===== src/rtl/sram_burst_master.sv =====
// sram_burst_master: turns burst commands into one single-port RAM access per cycle.
// Define RAM_INIT_CLEAR_EN to zero the whole RAM right after reset release.
module sram_burst_master #(
   parameter int DWIDTH = 8,
   parameter int AWIDTH = 8,
   parameter int RD_LAT = 1
) (
   input  logic              clk_i,
   input  logic              rst_ni,
   input  logic              cmd_valid_i,
   output logic              cmd_ready_o,
   input  logic              cmd_we_i,
   input  logic [AWIDTH-1:0] cmd_addr_i,
   input  logic [AWIDTH-1:0] cmd_len_i,
   input  logic              wr_valid_i,
   output logic              wr_ready_o,
   input  logic [DWIDTH-1:0] wr_data_i,
   output logic              rd_valid_o,
   output logic [DWIDTH-1:0] rd_data_o,
   output logic              busy_o,
   output logic              ram_ce_o,
   output logic              ram_we_o,
   output logic [AWIDTH-1:0] ram_adr_o,
   output logic [DWIDTH-1:0] ram_din_o,
   input  logic [DWIDTH-1:0] ram_dout_i
);
   typedef enum logic [2:0] {IDLE, WRITE, READ, DRAIN, CLEAR} state_e;
   localparam logic [AWIDTH-1:0] ONE = AWIDTH'(1);
`ifdef RAM_INIT_CLEAR_EN
   localparam state_e RST_STATE = CLEAR;
`else
   localparam state_e RST_STATE = IDLE;
`endif
   state_e            state_q;
   logic [AWIDTH-1:0] addr_q, rem_q, adr_q;
   logic [DWIDTH-1:0] din_q;
   logic              ce_q, we_q;
   logic [RD_LAT-1:0] pipe_q, pipe_d;
   // one bit per read access in flight; the top bit is the beat whose data is on ram_dout
   assign pipe_d      = (pipe_q << 1) | RD_LAT'(ce_q & ~we_q);
   assign rd_valid_o  = pipe_q[RD_LAT-1];
   assign rd_data_o   = ram_dout_i;
   assign cmd_ready_o = state_q == IDLE;
   assign wr_ready_o  = state_q == WRITE;
   assign busy_o      = (state_q != IDLE) || (|pipe_q);
   assign ram_ce_o    = ce_q;
   assign ram_we_o    = we_q;
   assign ram_adr_o   = adr_q;
   assign ram_din_o   = din_q;
   always_ff @(posedge clk_i or negedge rst_ni) begin
      if (!rst_ni) begin
         state_q <= RST_STATE;
         addr_q  <= '0;
         rem_q   <= '0;
         adr_q   <= '0;
         din_q   <= '0;
         ce_q    <= 1'b0;
         we_q    <= 1'b0;
         pipe_q  <= '0;
      end else begin
         pipe_q <= pipe_d;
         ce_q   <= 1'b0;
         we_q   <= 1'b0;
         case (state_q)
            IDLE: if (cmd_valid_i) begin
               rem_q <= cmd_len_i;
               if (cmd_we_i) begin
                  addr_q  <= cmd_addr_i;
                  state_q <= WRITE;
               end else begin
                  // the first read goes out straight from acceptance
                  ce_q    <= 1'b1;
                  adr_q   <= cmd_addr_i;
                  addr_q  <= cmd_addr_i + ONE;
                  state_q <= (cmd_len_i == '0) ? DRAIN : READ;
               end
            end
            WRITE: if (wr_valid_i) begin
               ce_q   <= 1'b1;
               we_q   <= 1'b1;
               adr_q  <= addr_q;
               din_q  <= wr_data_i;
               addr_q <= addr_q + ONE;
               rem_q  <= rem_q - ONE;
               if (rem_q == '0) state_q <= IDLE;
            end
            READ: begin
               ce_q   <= 1'b1;
               adr_q  <= addr_q;
               addr_q <= addr_q + ONE;
               rem_q  <= rem_q - ONE;
               if (rem_q == ONE) state_q <= DRAIN;
            end
            DRAIN: if (pipe_d == '0) state_q <= IDLE;
`ifdef RAM_INIT_CLEAR_EN
            CLEAR: begin
               ce_q   <= 1'b1;
               we_q   <= 1'b1;
               adr_q  <= addr_q;
               din_q  <= '0;
               addr_q <= addr_q + ONE;
               if (&addr_q) state_q <= IDLE;
            end
`endif
            default: state_q <= IDLE;
         endcase
      end
   end
endmodule


===== config.mk =====
export PLATFORM = sky130hd
export DESIGN_NAME = sram_burst_master
export DESIGN_NICKNAME = d
export VERILOG_FILES = /design/src/rtl/sram_burst_master.sv
export SDC_FILE = /design/constraint.sdc
export NUM_CORES = 1
export LEC_CHECK = 0
export BUFFER_PORTS_ARGS = -buffer_cell sky130_fd_sc_hd__buf_4
export CAP_MARGIN = 20
export CORE_ASPECT_RATIO = 0.75
export CORE_MARGIN = 4
export CORE_UTILIZATION = 50
export DETAILED_ROUTE_END_ITERATION = 6
export PLACE_DENSITY = 0.78
export SLEW_MARGIN = 30
export SYNTH_ARGS = -nofsm -noshare
export SYNTH_HDL_FRONTEND = slang
export SYNTH_SLANG_ARGS = --single-unit

===== constraint.sdc =====
create_clock -name clk_i -period 3.75 [get_ports clk_i]
set_input_delay 0.75 -clock clk_i [delete_from_list [all_inputs] [get_ports clk_i]]
set_output_delay 0.75 -clock clk_i [all_outputs]
set_load 0.01 [all_outputs]

# Word level (Yosys, flattened, before mapping)
# Index checks and enable logic that the tools add are counted.
[classes] n_addsub=3 eq_ne=10 muxes=24 bitwise_logic=2 n_reduce_logical=10
[ops] operator="$pmux W8 S3" n=3
[ops] operator="$mux W8" n=8
[ops] operator="$add A8 B1 Y8 const B" n=2
[ops] operator="$logic_not A8 Y1" n=2
[ops] operator="$mux W3" n=5
[ops] operator="$pmux W3 S4" n=1
[ops] operator="$ne A2 B2 Y1 const B" n=5
[ops] operator="$eq A8 B1 Y1 const B" n=1
[ops] operator="$sub A8 B1 Y8 const B" n=1
[ops] operator="$eq A3 B2 Y1 const B" n=2
[ops] operator="$reduce_bool A3 Y1" n=2
[ops] operator="$mux W1" n=5
[ops] operator="$reduce_and A5 Y1" n=1
[ops] operator="$reduce_and A4 Y1" n=1
[ops] operator="$eq A3 B1 Y1 const B" n=1
[ops] operator="$logic_not A3 Y1" n=1
[ops] operator="$pmux W1 S3" n=1
[ops] operator="$reduce_and A3 Y1" n=1
[ops] operator="$mux W2" n=1
[ops] operator="$ne A2 B1 Y1 const B" n=1
[ops] operator="$reduce_and A2 Y1" n=1
[ops] operator="$and A1 B1 Y1" n=1
[ops] operator="$logic_or A1 B1 Y1" n=1
[ops] operator="$not A1 Y1" n=1
[totals] regBits=38 input_bits=37

# Depth between registers and ports, before layout
[logic_depth] depth_word=5 ltp_mapped=8 depth_no_buf=6

# Worst setup path before layout
# No wires, ideal clock.
[synth_path] kind="reg-to-reg" from="reg state_q[0]" to="reg adr_q[0] (netlist: ram_adr_o[0])" setup_time_ns=0.125 t_arrival_ns=1.979 t_required_ns=3.625 slack_ns=1.646 stages_incl_launch_ff=8 period_less_slack_ns=2.104 path_cell_list="dfrtp_1 inv_1 ha_1 nor2b_4 or3_1 buf_6 a21oi_4 mux2_2"
[synth_via] elab_chain_len=3 word_cells_on_any_way=9 cone_classes="eq/ne (5); mux (1); reduce/logical (3)"
[synth_lines] item="start: declaration" line_no="34" text="state_e state_q;"
[synth_lines] item="start signal: assignment" line_no="75" text="state_q <= (cmd_len_i == '0) ? DRAIN : READ;"
[synth_lines] item="$logic_not A3 Y1 *"
[synth_lines] item="via cmd_ready_o" line_no="11" text="output logic cmd_ready_o,"
[synth_lines] item="$ne A2 B2 Y1 (no line) / $reduce_bool A3 Y1 (equally long branches)"
[synth_lines] item="$reduce_and A4 Y1 (no line)"
[synth_lines] item="end signal: assignment" line_no="73" text="adr_q <= cmd_addr_i;"
[synth_lines] item="end signal: assignment" line_no="81" text="adr_q <= addr_q;"
[synth_lines] item="end signal: assignment" line_no="89" text="adr_q <= addr_q;"
[synth_lines] item="end: declaration" line_no="35" text="logic [AWIDTH-1:0] addr_q, rem_q, adr_q;"
# The timed path passes the listed nets; every way through them passes the cells marked *.
# A chain may end at the register's enable or synchronous reset.

# Final worst setup path
[layout_path] from="reg state_q[0]" to="reg adr_q[4] (netlist: ram_adr_o[4])"
[layout_via] elab_chain_len=3 word_cells_on_any_way=9 cone_classes="eq/ne (5); mux (1); reduce/logical (3)"
[layout_lines] item="$eq A3 B1 Y1 (tied with other cells)" line_no="64" text="case (state_q)"
[layout_lines] item="$ne A2 B2 Y1 (no line) / $reduce_bool A3 Y1 (equally long branches)"
[layout_lines] item="$reduce_and A4 Y1 (no line)"
# Parallel ways exist; a longest one is shown, timed or not.

==> flow_metrics.tcl <==
set metrics [dict create \
    status "completed" \
    p_leak_nw 1.24 \
    r2r_setup_slack_ps 1250 \
    p_sw_w 0.00107 \
    detail_route.wl_per_cell_um 15.8 \
    startpoint "state_q[0]" \
    top_layer "met4" \
    stdcell_area_mm2 0.00271 \
    drive_gt1_frac 0.325 \
    area_growth_pct 20.4 \
    mostFrequentLayoutCell "buf_4" \
    globalplace.congestion 0.812 \
    ys_ff_latch 37 \
    route.met2.wl_um 2100 \
    final-hold-violation-count 0 \
    power_density_mw_per_mm2 942 \
    setup-tns-final_ps 0 \
    slew_viol_final 0 \
    cts.sinks 37 \
    synth_flop_cell "dfrtp_1" \
    path_clk_slew_ps 70 \
    cts-root-buf "clkbuf_8" \
    hold_path_class "input pin to async pin" \
    vias 1834 \
    cts_setup_buffers 0 \
    dieArea_mm2 0.00565 \
    tightestPinTransition_ps 686 \
    start_util 0.535 \
    drcViolationCount 0 \
    hpwl_um 3840 \
    rr_startpoint "state_q[0]" \
    wl_met1_um 2510 \
    grt_usage 0.197 \
    grt_pass1_wl_um 8670 \
    syn_area_mm2 0.00225 \
    critPathCaptureType "register" \
    synth_edf_count 0 \
    synthDistinctLibCells 46 \
    synth_fp_nets 270 \
    path_max_fanout 17 \
    post_cts_resized 0 \
    setup_viol 0 \
    grt_max_degree 38 \
    avgViaCountPerCell 5.68 \
    intPower_w 0.00148 \
    cts-htree-levels 2 \
    final_cell_mix "buf_4 (53), dfrtp_1 (37), mux2_2 (21), o21ai_0 (17), nand2_1 (16)" \
    place_area_mm2 0.00262 \
    relSlewSlack 0.542 \
    grt_antenna_before_repair 0 \
    clock.fmax_mhz 400 \
    num_rows 20 \
    fin_crit_sh 0.666 \
    overflow 0 \
    ys_seq_area_frac 0.412 \
    cts_buffers 5 \
    async_flop_share 1.00 \
    drt_iter0_drc 127 \
    avgSynthCellArea_um2 10.1 \
    holdBufCountCts 0 \
    met3_length_um 447 \
    nNetsFinal 314 \
    antenna_cells 0 \
    seq_power_share 0.309 \
    io_pins 67 \
    cts_tree "done" \
    io_buffers 50 \
    max_cap_violations 0 \
    min_period_ps 2500 \
    clk_path_buf_depth 2 \
    start_kind "register" \
    comb_power_share 0.586 \
    drt_wl_total_um 5110 \
    r2r_cells 6 \
    timing.rr.end "ram_adr_o[4]" \
    ir_drop_uv 622 \
    ant_nets 0 \
    clockPowerShare 0.106 \
    core_mm2 0.00420 \
    crit_required_ps 3930 \
    first_pass_iters 4 \
    insertion_delay_ps 290 \
    die_x_um 85.5 \
    crit_arrival_ps 2680 \
    postSynthCellCount 223 \
    fin_skew_ps 4.38 \
    synth_warnings 0 \
    p_sw_frac 0.418 \
    final_util 0.644 \
    crit_type "register to register" \
    rsz0062_at_grt "no" \
    grt_pass1_vias 1767 \
    die_h_um 66.1 \
]
cell type report:
cell class                      instances  area (µm²)
Fill cell                             359        1500
Clock inverter                          3        17.5
Tap cell                               55        68.8
Sequential cell                        37         926
Clock buffer                            5        68.8
Multi-Input combinational cell        160        1190
Inverter                               10        37.5
Timing Repair Buffer                   53         398
per-stage QoR:
step | hold slack [ps] | setup WS, ps | std cells | total power, W
global placement | 440 | 1340 | 315 | 0.00223
finish | 402 | 1250 | 323 | 0.00255
detailed placement | 434 | 1250 | 315 | 0.00227
global route | 437 | 1110 | 323 | 0.00278
floorplan | 454 | 1650 | 223 | 0.00181
CTS | 412 | 1240 | 323 | 0.00255
worst max-delay path, cell delays in order, from the launching register on:
cell	delay [ps]
dfrtp_1	430
inv_1	90
ha_1	320
nor2b_4	200
or3_1	600
a21oi_4	360
mux2_2	370
state kept, by name, summed over array words and instances (netlist names):
name        cells
addr_q          8
rem_q           8
ram_ce_o        1
state_q         2
rd_valid_o      1
ram_adr_o       8
ram_din_o       8
ram_we_o        1
synth_stat cells (all sizes together) (2+ instances only):
cell type	count	area share
a2bb2oi	2	0.0078
a221o	2	0.0089
nand2	16	0.027
nor3	4	0.0089
xnor2	6	0.023
o21ai	17	0.038
inv	10	0.017
buf	11	0.036
or4b	2	0.0089
clkbuf	5	0.0083
nand3	5	0.011
a21oi	12	0.032
nor4	2	0.0056
a22oi	2	0.0067
mux2	21	0.11
ha	10	0.056
a211oi	2	0.0067
nand2b	6	0.017
nor2b	8	0.026
nand4	2	0.0056
and3	3	0.0083
mux2i	3	0.013
nand4b	5	0.019
nor2	8	0.013
o32a	2	0.0089
and4	2	0.0078
or3	3	0.0083
or4	3	0.010
dfrtp	37	0.41
cell families (layout without fill, tap and decap cells):
group           after synthesis  after routing  share of synthesized area
simple gates                 70             70                      0.180
flops                        37             37                      0.412
compound gates               50             50                      0.150
xor+xnor                      6              6                     0.0234
fa+ha+maj                    10             10                     0.0556
buf+inv                      26             71                     0.0612
mux                          24             24                      0.118
power groups by stage:
stage	clock (W)	combinational, W	sequential [W]
6_report	0.000270	0.00149	0.000787
5_1_grt	0.000298	0.00166	0.000822
4_1_cts	0.000276	0.00149	0.000785
3_5_place_dp	0	0.00148	0.000790
3_3_place_gp	0	0.00145	0.000785
2_1_floorplan	0	0.00101	0.000800
worst max-delay path by stage:
stage / to / cells past startpoint
after global placement: ram_adr_o[6] / 6
after floorplan: ram_adr_o[0] / 7
after CTS: ram_adr_o[0] / 6
after detailed placement: ram_adr_o[5] / 6
after global routing: ram_adr_o[2] / 6
final: ram_adr_o[4] / 6
metal layers:
metal / global-route usage / up-vias
met5: 0 / -
li1: - / 896
met2: 0.284 / 68
met4: 0.0593 / 0
met1: 0.279 / 861
met3: 0.0672 / 9
No activity file was read; power rests on OpenSTA's default activity.
